### config.mk
export PLATFORM = sky130hd
export DESIGN_NAME = modn_counter_flat
export DESIGN_NICKNAME = d
export VERILOG_FILES = /design/src/rtl/modn_counter_if.sv /design/src/rtl/modn_counter.sv /design/src/flat_wrapper.sv
export SDC_FILE = /design/constraint.sdc
export NUM_CORES = 1
export LEC_CHECK = 0
export CORE_AREA = 5 5 42 44
export DETAILED_ROUTE_END_ITERATION = 12
export DIE_AREA = 0 0 47 49
export DONT_BUFFER_PORTS = 1
export PLACE_DENSITY_LB_ADDON = 0.2
export SLEW_MARGIN = 0
export SYNTH_ARGS = -nofsm -noshare
export SYNTH_HDL_FRONTEND = slang
export SYNTH_SLANG_ARGS = --single-unit
### constraint.sdc
create_clock -name clk -period 1.51 [get_ports clk]
set_clock_uncertainty 0.05 [all_clocks]
set_input_delay 0 -clock clk [delete_from_list [all_inputs] [get_ports clk]]
set_output_delay 0 -clock clk [all_outputs]
set_load 0.01 [all_outputs]
### src/rtl/modn_counter_if.sv
`default_nettype none
// ============================================================================
// modn_counter_if : control/status bundle of a modulo-N counter stage
// Revision: 1.0
// ============================================================================
interface modn_counter_if #(
   parameter int WIDTH = 3
);
   logic             en;
   logic             up_dn;
   logic             clr;
   logic             load;
   logic [WIDTH-1:0] load_val;
   logic [WIDTH-1:0] count;
   logic             tc;
   logic             wrap;
   logic             load_err;

   modport master (
      output en, up_dn, clr, load, load_val,
      input  count, tc, wrap, load_err
   );

   modport slave (
      input  en, up_dn, clr, load, load_val,
      output count, tc, wrap, load_err
   );
endinterface
`default_nettype wire

### src/rtl/modn_counter.sv
`default_nettype none
// ============================================================================
// modn_counter : modulo-N up/down counter with load, clear and cascade outputs
// Revision: 1.0
// ============================================================================
module modn_counter #(
   parameter int WIDTH   = 3,
   parameter int MODULUS = 6
) (
   input  wire logic     clk,
   input  wire logic     rst,
   modn_counter_if.slave bus
);

   generate
      if (MODULUS < 2 || MODULUS > (2 ** WIDTH)) begin : g_bad_modulus
         $error("modn_counter: MODULUS out of range for WIDTH");
      end
   endgenerate

   localparam logic [WIDTH-1:0] c_max = WIDTH'(MODULUS - 1);
   localparam logic [WIDTH:0]   c_mod = (WIDTH + 1)'(MODULUS);

   logic [WIDTH-1:0] r_count;
   logic             r_wrap;
   logic             r_load_err;

   logic [WIDTH-1:0] w_next_count;
   logic             w_next_wrap;
   logic             w_next_err;
   logic             w_at_max;
   logic             w_at_zero;
   logic             w_load_ok;

   assign w_at_max  = (r_count == c_max);
   assign w_at_zero = (r_count == '0);
   // One extra bit so MODULUS == 2**WIDTH compares correctly
   assign w_load_ok = ({1'b0, bus.load_val} < c_mod);

   always_comb begin
      w_next_count = r_count;
      w_next_wrap  = 1'b0;
      w_next_err   = r_load_err;
      if (bus.clr) begin
         w_next_count = '0;
         w_next_err   = 1'b0;
      end else if (bus.load) begin
         if (w_load_ok) begin
            w_next_count = bus.load_val;
         end else begin
            w_next_err = 1'b1;
         end
      end else if (bus.en) begin
         if (bus.up_dn) begin
            if (w_at_max) begin
               w_next_count = '0;
               w_next_wrap  = 1'b1;
            end else begin
               w_next_count = r_count + 1'b1;
            end
         end else begin
            if (w_at_zero) begin
               w_next_count = c_max;
               w_next_wrap  = 1'b1;
            end else begin
               w_next_count = r_count - 1'b1;
            end
         end
      end
   end

   always_ff @(posedge clk or posedge rst) begin
      if (rst) begin
         r_count    <= '0;
         r_wrap     <= 1'b0;
         r_load_err <= 1'b0;
      end else begin
         r_count    <= w_next_count;
         r_wrap     <= w_next_wrap;
         r_load_err <= w_next_err;
      end
   end

   assign bus.count    = r_count;
   assign bus.wrap     = r_wrap;
   assign bus.load_err = r_load_err;
   // Carry/borrow-out for the next stage's en
   assign bus.tc = bus.en & ~bus.clr & ~bus.load &
                   ((bus.up_dn & w_at_max) | (~bus.up_dn & w_at_zero));

endmodule
`default_nettype wire

### src/flat_wrapper.sv
// flat-port wrapper written by rule: the top's interface ports become plain ports
module modn_counter_flat 
#(
   parameter int WIDTH   = 3,
   parameter int MODULUS = 6
)
  (clk, rst, bus_en, bus_up_dn, bus_clr, bus_load, bus_load_val, bus_count, bus_tc, bus_wrap, bus_load_err);
  modn_counter_if #(.WIDTH(WIDTH)) bus_i ();
  input  wire logic clk;
  input  wire logic rst;
  input wire logic [$bits(bus_i.en)-1:0] bus_en;
  input wire logic [$bits(bus_i.up_dn)-1:0] bus_up_dn;
  input wire logic [$bits(bus_i.clr)-1:0] bus_clr;
  input wire logic [$bits(bus_i.load)-1:0] bus_load;
  input wire logic [$bits(bus_i.load_val)-1:0] bus_load_val;
  output wire logic [$bits(bus_i.count)-1:0] bus_count;
  output wire logic [$bits(bus_i.tc)-1:0] bus_tc;
  output wire logic [$bits(bus_i.wrap)-1:0] bus_wrap;
  output wire logic [$bits(bus_i.load_err)-1:0] bus_load_err;
  assign bus_i.en = bus_en;
  assign bus_i.up_dn = bus_up_dn;
  assign bus_i.clr = bus_clr;
  assign bus_i.load = bus_load;
  assign bus_i.load_val = bus_load_val;
  assign bus_count = bus_i.count;
  assign bus_tc = bus_i.tc;
  assign bus_wrap = bus_i.wrap;
  assign bus_load_err = bus_i.load_err;
  modn_counter #(.WIDTH(WIDTH), .MODULUS(MODULUS)) u_core (.clk(clk), .rst(rst), .bus(bus_i));
endmodule
==> out/qor.csv <==
stage,metric,value,unit
run_status,run_status,finished with violations,
run_status,violations,"hold timing, setup timing",
clock_network,path_clk_slew,0.05,ns
layout,design_area,526,sq um
grt,gr-total-overflow,0,
grt,grt_first_pass_wirelength,1.51,mm
worst_setup_path,worstPathMaxFanout,2,
placement,gp_congestion,0.719,
floorplan,rows,14,
yosys,ys_seq_area_share,37.6,%
worst_setup_path,crit_required,1.46,ns
placement,placement.cell_area,383,sq um
power,power.density,782,nW/um^2
worst_setup_path,cp-end-kind,output port,
clock_network,cts_tree,built,
clock_network,htreeDepth,1,
worst_setup_path,path_depth,3,
layout,area_growth,57.9,%
hold_path,min_path_type,in2reg,
drt,postRouteAntennaNets,0,
drt,wl_per_cell,12.5,um
clock_network,hold_buffers,8,
yosys,synth.avg_cell_area,8.32,sq um
clock_network,clk_latency,0.24,ns
sta,fin_crit,1.52,ns
yosys,synth.ff_latch_count,5,
power,p_leak,0.214,nW
yosys,ys_warn_count,0,
drt,drt_wl_total,913,um
sta,setup_viol,1,
drt,vias,358,
placement,dp_hpwl,672,um
grt,grt_util_met3,2.95,%
clock_network,cts_made_buffers,3,
sta,fin_crit_sh,101,%
sta,worstMarginPinSlew,0.309,ns
clock_network,cts_max_path_buffers,2,
worst_setup_path,crit_chain,"or3_4, a2111oi_4, buf_4",
run,maxCapViolations,0,
worst_setup_path,cp.arrival,1.47,ns
layout,drive_above_1_share,24.6,%
clock_network,clock-sinks,5,
placement,portBuffers,0,
grt,grt_util_met1,10.9,%
worst_setup_path,crit_family,flip-flops,
yosys,synth_top_cell_area_share,37.6,%
worst_setup_path,r2r.worst_path.cells,5,
sta,timing.hold.ws,-0.0801,ns
grt,grt_max_degree,10,
floorplan,ioPinCount,15,
floorplan,die-area,2300,sq um
floorplan,die_width,47,um
grt,grt_pass1_vias,367,
sta,slew_headroom,79.4,%
sta,finalHoldViolations,1,
worst_setup_path,crit_buf_inv,1,
layout,final_nets,67,
yosys,ys_types,19,
layout,finish.utilization,37.5,%
drt,via_per_inst,4.90,
hold_path,holdPathStages,2,
grt,antenna_found_initial,0,
sta,drv_slew,0,
drt,drtPass1Iterations,4,
yosys,synth_area_leader_cell,dfrtp_1,
grt,track_usage,9.34,%
sta,fmax,657,MHz
floorplan,die_h,49,um
layout,diodes,0,
yosys,syn_inst,40,
yosys,netlist_area,333,sq um
worst_setup_path,slowest_stage,dfrtp_2,
grt,grt_most_used_layer,met2,
floorplan,core,1400,sq um
worst_setup_path,critPathKind,reg2out,
sta,rsz0062_at_grt,yes,
drt,drt-initial-drc-count,9,
floorplan,initial_core_util,23.7,%
grt,grtUsageMet2,12.9,%
worst_setup_path,start_kind,flip-flop,
yosys,syn_nets,49,
drt,drc_errors,0,
yosys,yosys-top-cells-area,"dfrtp_1 38%, nor2_1 7.9%, a21oi_1 7.5%, a2111oi_1 6.0%, nand2b_1 5.6%",
clock_network,root_buffer,clkbuf_4,
sta,setup_ws,-0.0111,ns
worst_setup_path,slowest_delay,0.39,ns
power,peakVddDrop,0.000265,V
==> registers in the layout, summed over array words and instances, names as in the netlist <==
name,count
u_core.bus.load_err,1
u_core.bus.wrap,1
u_core.bus.count,3
==> routing by layer <==
metal	vias up	wire length (um)
met3	0	58
met5	-	0
met4	0	0
met2	7	489
li1	186	-
met1	165	365
==> cells by family (layout without fill, tap and decap cells) <==
family | Yosys count | in the layout | synth area share (%)
buffers and inverters | 3 | 20 | 3.38
AND/OR/NAND/NOR | 17 | 17 | 28.6
flip-flops | 5 | 5 | 37.6
AO/OA/AOI/OAI | 15 | 15 | 30.5
==> cells in the mapped netlist <==
cell,instances
or3_1,1
a2111oi_1,2
nand2b_1,3
a21oi_1,5
nor3_2,1
o21bai_1,1
o221ai_1,1
or3b_1,2
nand3_1,1
inv_1,2
inv_2,1
nand2_1,1
o21ai_0,2
a31oi_1,2
a32oi_1,1
a31o_1,1
nor2_1,7
nand3b_1,1
dfrtp_1,5
==> repair_timing <==
item | 4_1_cts | 5_1_grt
buffers inserted | 1 | 0
pin swaps | 2 | 2
endpoints found under the hold margin | 10 | 1
gates resized for setup | 4 | 1
setup endpoints to repair | 1 | 2
==> where the power goes <==
part	total (mW)	internal (mW)	switching [mW]
sequential	0.151	0.143	0.00730
combinational	0.108	0.0549	0.0528
clock	0.153	0.0998	0.0529
==> cell usage in the layout (no fill, tap or decap), types with 2 or more instances in the layout <==
cell	count
a21oi_1	5
a31oi_1	2
buf_4	5
clkbuf_4	3
dfrtp_1	4
dlygate4sd3_1	8
inv_1	2
nand2b_1	3
nor2_1	7
o21ai_0	2
or3b_1	2
==> through the flow <==
step / TNS [ns] / power (mW) / std cells / setup slack [ns]
2_1_floorplan: 0 / 0.206 / 40 / 0.000867
3_3_place_gp: 0 / 0.229 / 60 / 0.0673
3_5_place_dp: 0 / 0.229 / 60 / 0.0151
4_1_cts: -0.0252 / 0.417 / 73 / -0.0252
5_1_grt: -0.109 / 0.441 / 73 / -0.0673
6_report: -0.0111 / 0.411 / 73 / -0.0111
==> worst paths after layout <==
| check | slack [ns] | to | startpoint |
|---|---|---|---|
| max in group asynchronous | 1.18 | u_core.bus.count[2] | rst |
| min in group asynchronous | 0.04 | u_core.bus.count[1] | rst |
| hold reg to reg | 0.55 | u_core.bus.wrap | u_core.bus.count[2] |
| setup / recovery | -0.01 | bus_tc | u_core.bus.count[2] |
| setup reg to reg | 0.04 | u_core.bus.count[1] | u_core.bus.count[2] |
| hold / removal | -0.08 | u_core.bus.wrap | bus_up_dn |
==> area by class of cell <==
cell class | count | area (sq um)
Sequential cell | 5 | 126
Inverter | 3 | 11.3
Fill cell | 159 | 876
Timing Repair Buffer | 13 | 118
Clock buffer | 4 | 26.3
Multi-Input combinational cell | 32 | 224
Tap cell | 16 | 20.0
No activity file was read; power rests on OpenSTA's default activity.
